[config.mk]
export PLATFORM = sky130hd
export DESIGN_NAME = mux_8x1_arbiter
export DESIGN_NICKNAME = d
export VERILOG_FILES = /design/src/rtl/mux_8x1_arbiter.sv
export SDC_FILE = /design/constraint.sdc
export NUM_CORES = 1
export LEC_CHECK = 0
export BUFFER_PORTS_ARGS = -buffer_cell sky130_fd_sc_hd__buf_4
export CELL_PAD_IN_SITES_DETAIL_PLACEMENT = 0
export CELL_PAD_IN_SITES_GLOBAL_PLACEMENT = 2
export CORE_UTILIZATION = 39
export DETAILED_ROUTE_END_ITERATION = 8
export GPL_ROUTABILITY_DRIVEN = 0
export GPL_TIMING_DRIVEN = 1
export HOLD_SLACK_MARGIN = 0.1
export PLACE_DENSITY = 0.88
export SETUP_SLACK_MARGIN = 0.15
export SYNTH_ARGS = -nofsm -noshare
export SYNTH_HDL_FRONTEND = slang
export SYNTH_SLANG_ARGS = --single-unit
export TNS_END_PERCENT = 5
[constraint.sdc]
create_clock -name clk -period 8.2 [get_ports clk]
set_clock_uncertainty 0.2 [all_clocks]
set_input_delay 0.82 -clock clk [delete_from_list [all_inputs] [get_ports clk]]
set_output_delay 0.82 -clock clk [all_outputs]
set_load 0.01 [all_outputs]
[src/rtl/mux_8x1_arbiter.sv]
// Round-robin arbiter for the shared 8:1 mux: one grantee at a time, bounded hold,
// and a one-cycle break-before-make gap between grants.
module mux_8x1_arbiter #(
    parameter logic [7:0] MAX_HOLD   = 8'd255,
    parameter bit         TIMEOUT_EN = 1'b1
) (
    input  logic       clk,
    input  logic       reset,
    input  logic [7:0] req,
    input  logic       done,
    output logic [2:0] sel,
    output logic       mux_en,
    output logic [7:0] gnt,
    output logic       busy,
    output logic       timeout
);
    localparam logic [1:0] IDLE  = 2'd0;
    localparam logic [1:0] GRANT = 2'd1;
    localparam logic [1:0] GAP   = 2'd2;

    logic [1:0] state;
    logic [2:0] last;
    logic [7:0] cnt;
    logic [2:0] win;
    logic [2:0] idx;
    logic       found;
    logic       rel;
    logic       tmo;

    // Search starts just past the previous winner so every requester gets a turn.
    always_comb begin
        win   = last;
        idx   = '0;
        found = 1'b0;
        for (int k = 0; k < 8; k++) begin
            idx = last + 3'(k + 1);
            if (!found && req[idx]) begin
                win   = idx;
                found = 1'b1;
            end
        end
    end

    // A voluntary release always wins over a coincident timeout.
    always_comb begin
        rel = done || !req[sel];
        tmo = TIMEOUT_EN && (cnt == MAX_HOLD - 8'd1) && !rel;
    end

    always_ff @(posedge clk) begin
        if (reset) begin
            state   <= IDLE;
            last    <= 3'd7;
            cnt     <= 8'd0;
            sel     <= 3'd0;
            mux_en  <= 1'b0;
            gnt     <= 8'd0;
            busy    <= 1'b0;
            timeout <= 1'b0;
        end else begin
            case (state)
                IDLE: begin
                    timeout <= 1'b0;
                    busy    <= 1'b0;
                    if (|req) begin
                        state  <= GRANT;
                        sel    <= win;
                        gnt    <= 8'(8'b1 << win);
                        mux_en <= 1'b1;
                        busy   <= 1'b1;
                        last   <= win;
                        cnt    <= 8'd0;
                    end
                end
                GRANT: begin
                    if (rel || tmo) begin
                        state   <= GAP;
                        mux_en  <= 1'b0;
                        gnt     <= 8'd0;
                        timeout <= tmo;
                    end else if (cnt != 8'hFF) begin
                        cnt <= cnt + 8'd1;
                    end
                end
                GAP: begin
                    state   <= IDLE;
                    busy    <= 1'b0;
                    timeout <= 1'b0;
                end
                default: begin
                    state   <= IDLE;
                    mux_en  <= 1'b0;
                    gnt     <= 8'd0;
                    busy    <= 1'b0;
                    timeout <= 1'b0;
                end
            endcase
        end
    end
endmodule

==> flow_summary_export.csv, run 1 <==
group,metric,value,unit
worst_setup_path,cp.arrival,4.46,ns
worst_setup_path,critPathRequiredTime,8.20,ns
grt,antenna_found_initial,0,
placement,placed_cells,332,
detailed_routing,drc_errors,0,
logic_synthesis,synth_nets,268,
clocking,cts_resized,0,
power_and_ir_drop,power_frac_seq,0.226,
timing,finalCritPeriodShare,0.543,
logic_synthesis,synthFlopType,"dfxtp_1",
placement,place_ws,3.77,ns
clocking,clk_latency,0.28,ns
detailed_routing,dr.pass1.iters,6,
logic_synthesis,yosysSeqAreaShare,0.242,
clocking,post_cts_buffers,0,
logic_synthesis,synth_warnings,0,
clocking,cts.hold.buffers_added,0,
timing,report.final.slew_viol_count,0,
timing,rsz0062_at_grt,"no",
worst_setup_path,slowest_stage,"dfxtp_1",
clocking,cts_root_buf,"clkbuf_8",
power_and_ir_drop,p_int,0.493,mW
cells_and_area,fin_cells,336,
detailed_routing,avgViaCountPerCell,6.01,
timing,fin_crit,4.46,ns
placement,hpwl,4010,µm
outcome,outcome,"completed",
clocking,clk_pin_slew,0.10,ns
detailed_routing,dr_wl_met3,165,µm
die,io_pins,25,
detailed_routing,wl_per_cell,16.1,µm
logic_synthesis,synth_area_per_cell,8.81,µm²
power_and_ir_drop,switching_share,0.488,
cells_and_area,area_delta_synth_final,10.7,%
timing,setup_viol,0,
clocking,htree_num_levels,1,
worst_setup_path,path_cells,"clkinv_1, ha_1, mux2_2, mux4_2, o21ba_1, or4_4, a211o_1, o31ai_1",
power_and_ir_drop,p_per_area,390,nW/µm²
timing,worst_pin_slew,0.919,ns
cells_and_area,layout-drive-gt1-share,0.205,
cells_and_area,layout.nets,280,
grt,grt_max_degree,24,
logic_synthesis,syn-cell-area,2230,µm²
timing,fin_tns_setup,0,ns
power_and_ir_drop,power.share.clock,0.082,
clocking,cts_tree,"built",
power_and_ir_drop,peakVddDrop,0.000189,V
die,fp.coreArea,5510,µm²
worst_setup_path,max_stage_delay,0.80,ns
grt,grt_use_total,0.191,
detailed_routing,dr.max_layer_used,"met4",
job,cap_violations,0,
grt,overflow,0,
worst_setup_path,end_kind,"register",
detailed_routing,wl_met1,2660,µm
grt,grt_pass1_vias,1825,
cells_and_area,antenna_cells,0,
die,die_h,77.6,µm
timing,max_clock_freq,224,MHz
die,die_x,77.6,µm
logic_synthesis,netlist_instances,253,
worst_setup_path,crit_type,"reg -> reg",
power_and_ir_drop,p_switching,0.469,mW
die,num_rows,27,
die,die_area,6020,µm²
worst_setup_path,crit_fanout,20,
power_and_ir_drop,combPwrFrac,0.692,
clocking,clk_path_buf_depth,2,
detailed_routing,vias,2018,
timing,slew_headroom,0.387,
logic_synthesis,ys_types,58,
logic_synthesis,ys_ff_latch,27,
power_and_ir_drop,leakage,0.934,nW
logic_synthesis,async_flop_share,0,
timing,setup_slack,3.74,ns
timing,hold_viol,0,
clocking,cts_num_sinks,27,
detailed_routing,wirelength,5420,µm
detailed_routing,drt_iter0_drc,148,
logic_synthesis,synth_edf_count,0,
clocking,cts_buffers,3,
placement,portBuffers,24,
die,initial_core_util,0.405,
grt,grt_pass1_wl,9220,µm
hold_path,min_path_type,"reg -> reg",
detailed_routing,wl_met2,2540,µm
detailed_routing,antenna_left,0,
worst_setup_path,cp-start-kind,"register",
[metrics by stage]
step                      instance area, µm²  utilization  hold WS, ns  total power, mW
after floorplan                         2230            -        0.278            0.734
after global placement                  2420        0.439        0.251            0.883
after detailed placement                2420        0.439        0.248            0.879
after CTS                               2470        0.448        0.270            0.960
after global routing                    2470        0.448        0.306             1.03
final                                   2470        0.448        0.263            0.962
[final timing paths]
| path | from | to | slack, ns | cells after the start |
|---|---|---|---|---|
| hold / removal | gnt[3]$_SDFFE_PP0P_ | gnt[3]$_SDFFE_PP0P_ | 0.26 | 2 |
| setup reg to reg | last[0]$_SDFFE_PP1P_ | gnt[6]$_SDFFE_PP0P_ | 3.74 | 8 |
| hold reg to reg | gnt[3]$_SDFFE_PP0P_ | gnt[3]$_SDFFE_PP0P_ | 0.26 | 2 |
| setup / recovery | last[0]$_SDFFE_PP1P_ | gnt[6]$_SDFFE_PP0P_ | 3.74 | 8 |
[cell families after synthesis]
group / count (synthesis) / share of synthesized area
AO/OA/AOI/OAI: 69 / 0.222
XOR/XNOR: 11 / 0.0466
adder cells (fa/ha/maj): 4 / 0.0224
buffers and inverters: 25 / 0.0516
flip-flops: 27 / 0.242
multiplexers: 30 / 0.218
AND/OR/NAND/NOR: 87 / 0.198
[registers in the layout, summed over array words and instances (netlist names)]
signal and flops:
cnt 8, gnt 8, last 3, sel 3, state 2, busy 1
mux_en 1, timeout 1
[metal layers]
| metal | vias up | global-route usage |
|---|---|---|
| met5 | - | 0 |
| met4 | 0 | 0.0566 |
| met3 | 4 | 0.0271 |
| met2 | 46 | 0.302 |
| met1 | 989 | 0.269 |
| li1 | 979 | - |
[synth_stat cells, drive strengths merged, types with 4 or more instances]
library cell	number	area [µm²]
nor3	5	25.0
and2	4	25.0
dfxtp	27	541
mux2	6	75.1
a211oi	8	60.1
a21oi	19	98.9
buf	6	43.8
mux4	12	278
ha	4	50.1
nor2	22	82.6
clkbuf	12	45.0
inv	6	22.5
mux2i	12	133
xnor2	9	78.8
o31ai	8	60.1
a31oi	4	25.0
nor4	5	31.3
nand3	9	45.0
nand2	20	75.1
a32o	4	40.0
nand2b	6	37.5
[layout make-up]
type,count,area [µm²]
fill,551,3040
multi-input combinational,201,1570
sequential,27,541
timing repair buffer,25,188
tap,72,90.1
clock buffer,3,41.3
inverter,7,26.3
clock inverter,1,7.51
[power groups by stage]
stage	logic [mW]	registers [mW]	clock network (mW)
after floorplan	0.532	0.202	0
after global placement	0.663	0.220	0
after detailed placement	0.658	0.221	0
after CTS	0.661	0.218	0.0807
after global routing	0.721	0.225	0.0887
final	0.666	0.218	0.0786
[critical path, delay by kind of cell, from the launching register on]
| family | cells | cell delay, ns |
|---|---|---|
| flip-flops | 1 | 0.80 |
| multiplexers | 2 | 0.97 |
| AND/OR/NAND/NOR | 1 | 0.52 |
| adder cells (fa/ha/maj) | 1 | 0.71 |
| buffers and inverters | 1 | 0.43 |
| AO/OA/AOI/OAI | 3 | 0.75 |
[layout by cell type, fill, tap and decap left out, types with 3 or more instances in the layout]
cell type | synthesis | layout
mux2i_1 | 11 | 11
a211oi_1 | 8 | 8
o211ai_1 | 3 | 3
o31ai_1 | 8 | 8
dfxtp_1 | 27 | 27
a32o_1 | 4 | 4
inv_1 | 6 | 6
nand3_1 | 9 | 9
and2_1 | 4 | 4
clkbuf_8 | 0 | 3
nor2_1 | 22 | 22
nor4_1 | 5 | 5
ha_1 | 4 | 4
mux2_2 | 4 | 4
o21ai_0 | 3 | 3
xnor2_1 | 9 | 9
a2111oi_0 | 3 | 3
nor2b_1 | 3 | 3
a21oi_1 | 18 | 18
nor3_1 | 5 | 5
nand2_1 | 20 | 20
mux4_2 | 10 | 10
nand2b_1 | 6 | 6
buf_4 | 1 | 25
a31oi_1 | 4 | 4
Note: power is estimated with default switching activity, not from simulation.
==> inputs of run 2 (changes only) <==
--- a/config.mk
+++ b/config.mk
@@ -8,12 +8,12 @@
 export BUFFER_PORTS_ARGS = -buffer_cell sky130_fd_sc_hd__buf_4
 export CELL_PAD_IN_SITES_DETAIL_PLACEMENT = 0
 export CELL_PAD_IN_SITES_GLOBAL_PLACEMENT = 2
-export CORE_UTILIZATION = 39
+export CORE_UTILIZATION = 33
 export DETAILED_ROUTE_END_ITERATION = 8
 export GPL_ROUTABILITY_DRIVEN = 0
 export GPL_TIMING_DRIVEN = 1
 export HOLD_SLACK_MARGIN = 0.1
-export PLACE_DENSITY = 0.88
+export PLACE_DENSITY = 0.8
 export SETUP_SLACK_MARGIN = 0.15
 export SYNTH_ARGS = -nofsm -noshare
 export SYNTH_HDL_FRONTEND = slang
==> constraint.sdc (replaced) <==
create_clock -name clk -period 3.7 [get_ports clk]
set_clock_uncertainty 0.2 [all_clocks]
set_input_delay 0.37 -clock clk [delete_from_list [all_inputs] [get_ports clk]]
set_output_delay 0.37 -clock clk [all_outputs]
set_load 0.01 [all_outputs]
==> run 2 against run 1 <==
Register-to-register slack got worse by 3.4 ns. Worst hold slack worse by 0.081 ns. Wire length increased by 3.3%. First-iteration DRC count down 46%. Utilization fell by 5.4 points. Critical path type unchanged. Cell area increased by 2.6%. Setup slack worse by 3.4 ns. Critical path depth is the same.
==> flow_summary_export.csv, run 2 (same netlist as run 1, synthesis figures left out) <==
group,metric,value,unit
power_and_ir_drop,p_per_area,864,nW/µm²
outcome,outcome,"completed",
grt,grt_max_degree,20,
die,die_x,84.2,µm
clocking,clk_pin_slew,0.10,ns
detailed_routing,antenna_left,0,
worst_setup_path,ff2ff_path_depth,8,
power_and_ir_drop,leakage,0.959,nW
clocking,clk_latency,0.27,ns
cells_and_area,final_cell_mix,"30 x buf_4, 27 x dfxtp_1, 22 x nor2_1, 20 x nand2_1, 18 x a21oi_1",
clocking,cts_buffers,3,
timing,report.final.slew_viol_count,0,
clocking,cts_num_sinks,27,
hold_path,hold_depth,3,
worst_setup_path,crit_fanout,9,
timing,slew_headroom,0.529,
detailed_routing,drc_errors,0,
timing,max_clock_freq,299,MHz
cells_and_area,area_delta_synth_final,13.6,%
worst_setup_path,critPathRequiredTime,3.70,ns
worst_setup_path,crit_type,"reg -> reg",
placement,hpwl,4180,µm
power_and_ir_drop,total_power,2.19,mW
worst_setup_path,cp-start-kind,"register",
worst_setup_path,cp.arrival,3.34,ns
cells_and_area,antenna_cells,0,
grt,grt_pass1_vias,1917,
cells_and_area,layout_commonest_cell,"buf_4",
grt,overflow,0,
timing,fin_crit,3.35,ns
die,initial_core_util,0.347,
cells_and_area,layout.nets,285,
die,die_area,7090,µm²
die,num_rows,29,
detailed_routing,wirelength,5600,µm
timing,setup_viol,0,
timing,worst_pin_slew,0.705,ns
die,fp.coreArea,6420,µm²
clocking,clk_path_buf_depth,2,
detailed_routing,avgViaCountPerCell,5.73,
placement,portBuffers,24,
hold_path,min_path_type,"in -> reg",
grt,antenna_found_initial,0,
clocking,cts_root_buf,"clkbuf_8",
timing,finalCritPeriodShare,0.904,
timing,hold_viol,0,
timing,fin_tns_setup,0,ns
grt,grt_pass1_wl,9450,µm
power_and_ir_drop,peakVddDrop,0.000278,V
clocking,htree_num_levels,1,
detailed_routing,drt_iter0_drc,80,
detailed_routing,vias,1984,
job,cap_violations,0,
detailed_routing,wl_per_cell,16.2,µm
cells_and_area,top_regs,"cnt: 8 flops, gnt: 8 flops",
detailed_routing,dr.pass1.iters,4,
worst_setup_path,r2r_slack,0.35,ns
die,die_h,84.2,µm
clocking,post_cts_buffers,0,
worst_setup_path,end_kind,"register",
cells_and_area,layout-drive-gt1-share,0.227,
grt,grt_use_total,0.163,
die,io_pins,25,
timing,rsz0062_at_grt,"no",
clocking,cts_tree,"built",
run 2: timing repair:
action                     4_1_cts  5_1_grt
setup endpoints to repair        0       10
gates resized for setup          0        5
hold buffers                     0        0
run 2: metal layers:
layer | share of wire | up-vias | track usage | routed length (µm)
met5 | 0 | - | 0 | 0
met1 | 0.52 | 951 | 0.227 | 2900
met4 | 0.010 | 0 | 0.0298 | 57
li1 | - | 994 | - | -
met2 | 0.44 | 33 | 0.268 | 2460
met3 | 0.032 | 6 | 0.0285 | 178
run 2: worst paths after layout:
check | start | end
worst min-delay path | done | timeout$_SDFFE_PP0P_
worst max register to register | last[0]$_SDFFE_PP1P_ | gnt[2]$_SDFFE_PP0P_
worst max-delay path | last[0]$_SDFFE_PP1P_ | gnt[2]$_SDFFE_PP0P_
worst min register to register | gnt[6]$_SDFFE_PP0P_ | gnt[6]$_SDFFE_PP0P_
run 2: power by group:
| group | leakage (nW) | internal (mW) | switching, mW | total, mW |
|---|---|---|---|---|
| clock network | 0.0228 | 0.0772 | 0.0935 | 0.171 |
| registers | 0.221 | 0.366 | 0.0846 | 0.450 |
| logic | 0.716 | 0.699 | 0.868 | 1.57 |
run 2: worst max-delay path: stages, from the launching register on:
cell and delay [ns]:
dfxtp_1 0.34, clkinv_1 0.15, ha_4 0.37, mux2_2 0.39, mux4_2 0.54, o21ba_1 0.25, or4_4 0.51, a211o_1 0.35
o31ai_1 0.19
run 2: stage by stage:
stage	worst slack, ns	area, µm²	util	std cells	hold WS [ns]
2_1_floorplan	0.150	2240	-	253	0.246
3_3_place_gp	0.205	2460	0.383	342	0.251
3_5_place_dp	0.202	2460	0.383	342	0.253
4_1_cts	0.181	2510	0.390	346	0.173
5_1_grt	0.211	2530	0.394	346	0.178
6_report	0.355	2530	0.394	346	0.183
run 2: cell type report:
type | instances | area, µm²
repair buffers | 30 | 225
well taps | 77 | 96.3
clock buffers | 4 | 45.0
fillers | 659 | 3890
multi-input cells | 201 | 1600
flip-flops and latches | 27 | 541
inverters | 7 | 26.3
==> inputs of run 3 (changes only) <==
--- a/config.mk
+++ b/config.mk
@@ -14,7 +14,7 @@
 export GPL_TIMING_DRIVEN = 1
 export HOLD_SLACK_MARGIN = 0.1
 export PLACE_DENSITY = 0.8
-export SETUP_SLACK_MARGIN = 0.15
+export SETUP_SLACK_MARGIN = 0.5
 export SYNTH_ARGS = -nofsm -noshare
 export SYNTH_HDL_FRONTEND = slang
 export SYNTH_SLANG_ARGS = --single-unit
==> constraint.sdc (replaced) <==
create_clock -name clk -period 3.7 [get_ports clk]
set_clock_uncertainty 0.2 [all_clocks]
set_input_delay 0.74 -clock clk [delete_from_list [all_inputs] [get_ports clk]]
set_output_delay 0.74 -clock clk [all_outputs]
set_load 0.01 [all_outputs]
==> run 3 against run 2 <==
Setup slack improved by 0.19 ns. Utilization rose by 3.3 points. Clock power fell by 3%. The flow now finishes with violations (DRC). Cell area rose by 8.3%. Worst hold slack improved by 0.079 ns. Combinational power rose by 21%. Highest routed layer unchanged.
==> flow_summary_export.csv, run 3 (same netlist as run 1, synthesis figures left out) <==
group,metric,value,unit
outcome,outcome,"finished with violations",
outcome,violations,"DRC",
worst_setup_path,crit_type,"reg -> reg",
cells_and_area,final_cell_mix,"40 x buf_4, 24 x dfxtp_1, 22 x nor2_1, 19 x nand2_1, 16 x a21oi_1",
detailed_routing,dr.pass1.iters,7,
die,io_pins,25,
timing,fin_crit,3.16,ns
die,initial_core_util,0.347,
worst_setup_path,cp.arrival,3.12,ns
grt,grt_max_degree,20,
cells_and_area,layout-drive-gt1-share,0.331,
clocking,cts_buffers,3,
worst_setup_path,r2r_end,"gnt[4]$_SDFFE_PP0P_",
grt,antenna_found_initial,0,
worst_setup_path,end_kind,"register",
timing,hold_viol,0,
timing,setup_viol,0,
timing,max_clock_freq,317,MHz
clocking,htree_num_levels,1,
clocking,cts.hold.buffers_added,0,
clocking,clk_latency,0.27,ns
worst_setup_path,cp-start-kind,"register",
power_and_ir_drop,p_switching,1.18,mW
detailed_routing,antenna_left,0,
power_and_ir_drop,peakVddDrop,0.000307,V
cells_and_area,area_delta_synth_final,23.1,%
clocking,cts_root_buf,"clkbuf_8",
placement,hpwl,4120,µm
worst_setup_path,slowest_stage,"mux4_2",
hold_path,min_path_type,"reg -> reg",
cells_and_area,multi_input_area,1700,µm²
power_and_ir_drop,leakage,1.04,nW
timing,finalCritPeriodShare,0.853,
detailed_routing,avgViaCountPerCell,5.77,
timing,rsz0062_at_grt,"yes",
detailed_routing,wirelength,5820,µm
cells_and_area,layout.nets,297,
worst_setup_path,path_cells,"clkinv_4, ha_4, mux2_4, mux4_2, o21ba_4, buf_4, o31ai_2, a21boi_0, a32o_1",
worst_setup_path,ff2ff_path_depth,9,
worst_setup_path,crit_fanout,6,
cells_and_area,top_regs,"cnt: 8 flops, gnt: 8 flops",
power_and_ir_drop,combPwrFrac,0.752,
grt,grt_pass1_wl,9430,µm
die,die_x,84.2,µm
timing,slew_headroom,0.550,
timing,worst_pin_slew,0.659,ns
grt,grt_pass1_vias,1840,
die,fp.coreArea,6420,µm²
cells_and_area,seqCellArea,544,µm²
detailed_routing,vias,2065,
worst_setup_path,worstSetupStartpoint,"last[0]$_SDFFE_PP1P_",
worst_setup_path,r2r_slack,0.54,ns
power_and_ir_drop,power_frac_seq,0.182,
detailed_routing,drc_errors,4,
job,cap_violations,0,
die,num_rows,29,
grt,overflow,0,
timing,setup_slack,0.543,ns
power_and_ir_drop,p_per_area,920,nW/µm²
placement,place_ws,0.283,ns
power_and_ir_drop,power.share.clock,0.066,
worst_setup_path,critPathRequiredTime,3.66,ns
grt,grt_use_total,0.166,
timing,report.final.slew_viol_count,0,
cells_and_area,nFillCells,647,
die,die_h,84.2,µm
detailed_routing,drt_iter0_drc,89,
detailed_routing,wl_per_cell,16.3,µm
clocking,cts_tree,"built",
cells_and_area,layout_commonest_cell,"buf_4",
worst_setup_path,r2r_start,"last[0]$_SDFFE_PP1P_",
timing,fin_tns_setup,0,ns
power_and_ir_drop,switching_share,0.469,
worst_setup_path,cp-endpoint,"gnt[4]$_SDFFE_PP0P_",
power_and_ir_drop,p_int,1.34,mW
die,die_area,7090,µm²
clocking,cts_num_sinks,27,
cells_and_area,antenna_cells,0,
placement,portBuffers,24,
worst_setup_path,max_stage_delay,0.56,ns
clocking,clk_pin_slew,0.09,ns
clocking,clk_path_buf_depth,2,
[run 3: cell count changes in the layout (fill, tap and decap cells not counted), moves of 2 or more]
cell / change
buf_4: +10
a21oi_1: -2
mux2_4: +2
a211oi_2: +2
a211oi_1: -2
dfxtp_2: +3
dfxtp_1: -3
mux2_2: -2
buf_6: +2
[run 3: worst max-delay path, delay by kind of cell (launching register included)]
kind | cells | cell delay [ns]
AOI/OAI and AO/OA | 4 | 1.09
adders and majority gates | 1 | 0.32
buffers and inverters | 2 | 0.19
DFF | 1 | 0.37
muxes | 2 | 0.88
[run 3: how the worst min path moves through the flow]
stage | to | depth (start not counted) | slack (ns) | start
2_1_floorplan | gnt[2]$_SDFFE_PP0P_ | 2 | 0.28 | gnt[2]$_SDFFE_PP0P_
3_3_place_gp | gnt[7]$_SDFFE_PP0P_ | 2 | 0.25 | gnt[7]$_SDFFE_PP0P_
3_5_place_dp | gnt[2]$_SDFFE_PP0P_ | 2 | 0.25 | gnt[2]$_SDFFE_PP0P_
4_1_cts | gnt[2]$_SDFFE_PP0P_ | 2 | 0.26 | gnt[2]$_SDFFE_PP0P_
5_1_grt | gnt[7]$_SDFFE_PP0P_ | 2 | 0.28 | gnt[7]$_SDFFE_PP0P_
6_report | gnt[7]$_SDFFE_PP0P_ | 2 | 0.26 | gnt[7]$_SDFFE_PP0P_
[run 3: per-layer routing]
metal / vias up / track usage / share of wire
met5: - / 0 / 0
met4: 0 / 0.0282 / 0.012
met3: 6 / 0.0256 / 0.033
met2: 41 / 0.253 / 0.44
met1: 1002 / 0.250 / 0.52
li1: 1016 / - / -
[run 3: timing repair]
item                                    CTS  global route
pin swaps                                 5             5
buffers inserted                          9             5
gates resized for setup                   9            22
endpoints found under the setup margin    9             9
[run 3: cell type report]
type | count | area share
inverter | 7 | 0.0123
clock buffer | 4 | 0.0164
sequential | 27 | 0.198
tap | 77 | 0.0351
timing repair buffer | 42 | 0.118
multi-input combinational | 201 | 0.620
[run 3: stage by stage]
stage	hold slack [ns]	instance area (µm²)	utilization	cells	power, mW
after floorplan	0.278	2280	-	253	1.68
after global placement	0.249	2470	0.385	340	2.02
after detailed placement	0.249	2470	0.385	340	2.02
after CTS	0.265	2620	0.407	353	2.32
after global routing	0.282	2740	0.427	358	2.71
final	0.261	2740	0.427	358	2.52
[run 3: power by group through the flow]
| stage | clock network, mW | registers (mW) | logic, mW |
|---|---|---|---|
| floorplan | 0 | 0.450 | 1.23 |
| global placement | 0 | 0.458 | 1.56 |
| detailed placement | 0 | 0.460 | 1.56 |
| CTS | 0.176 | 0.456 | 1.69 |
| global route | 0.183 | 0.472 | 2.06 |
| finish | 0.166 | 0.459 | 1.90 |
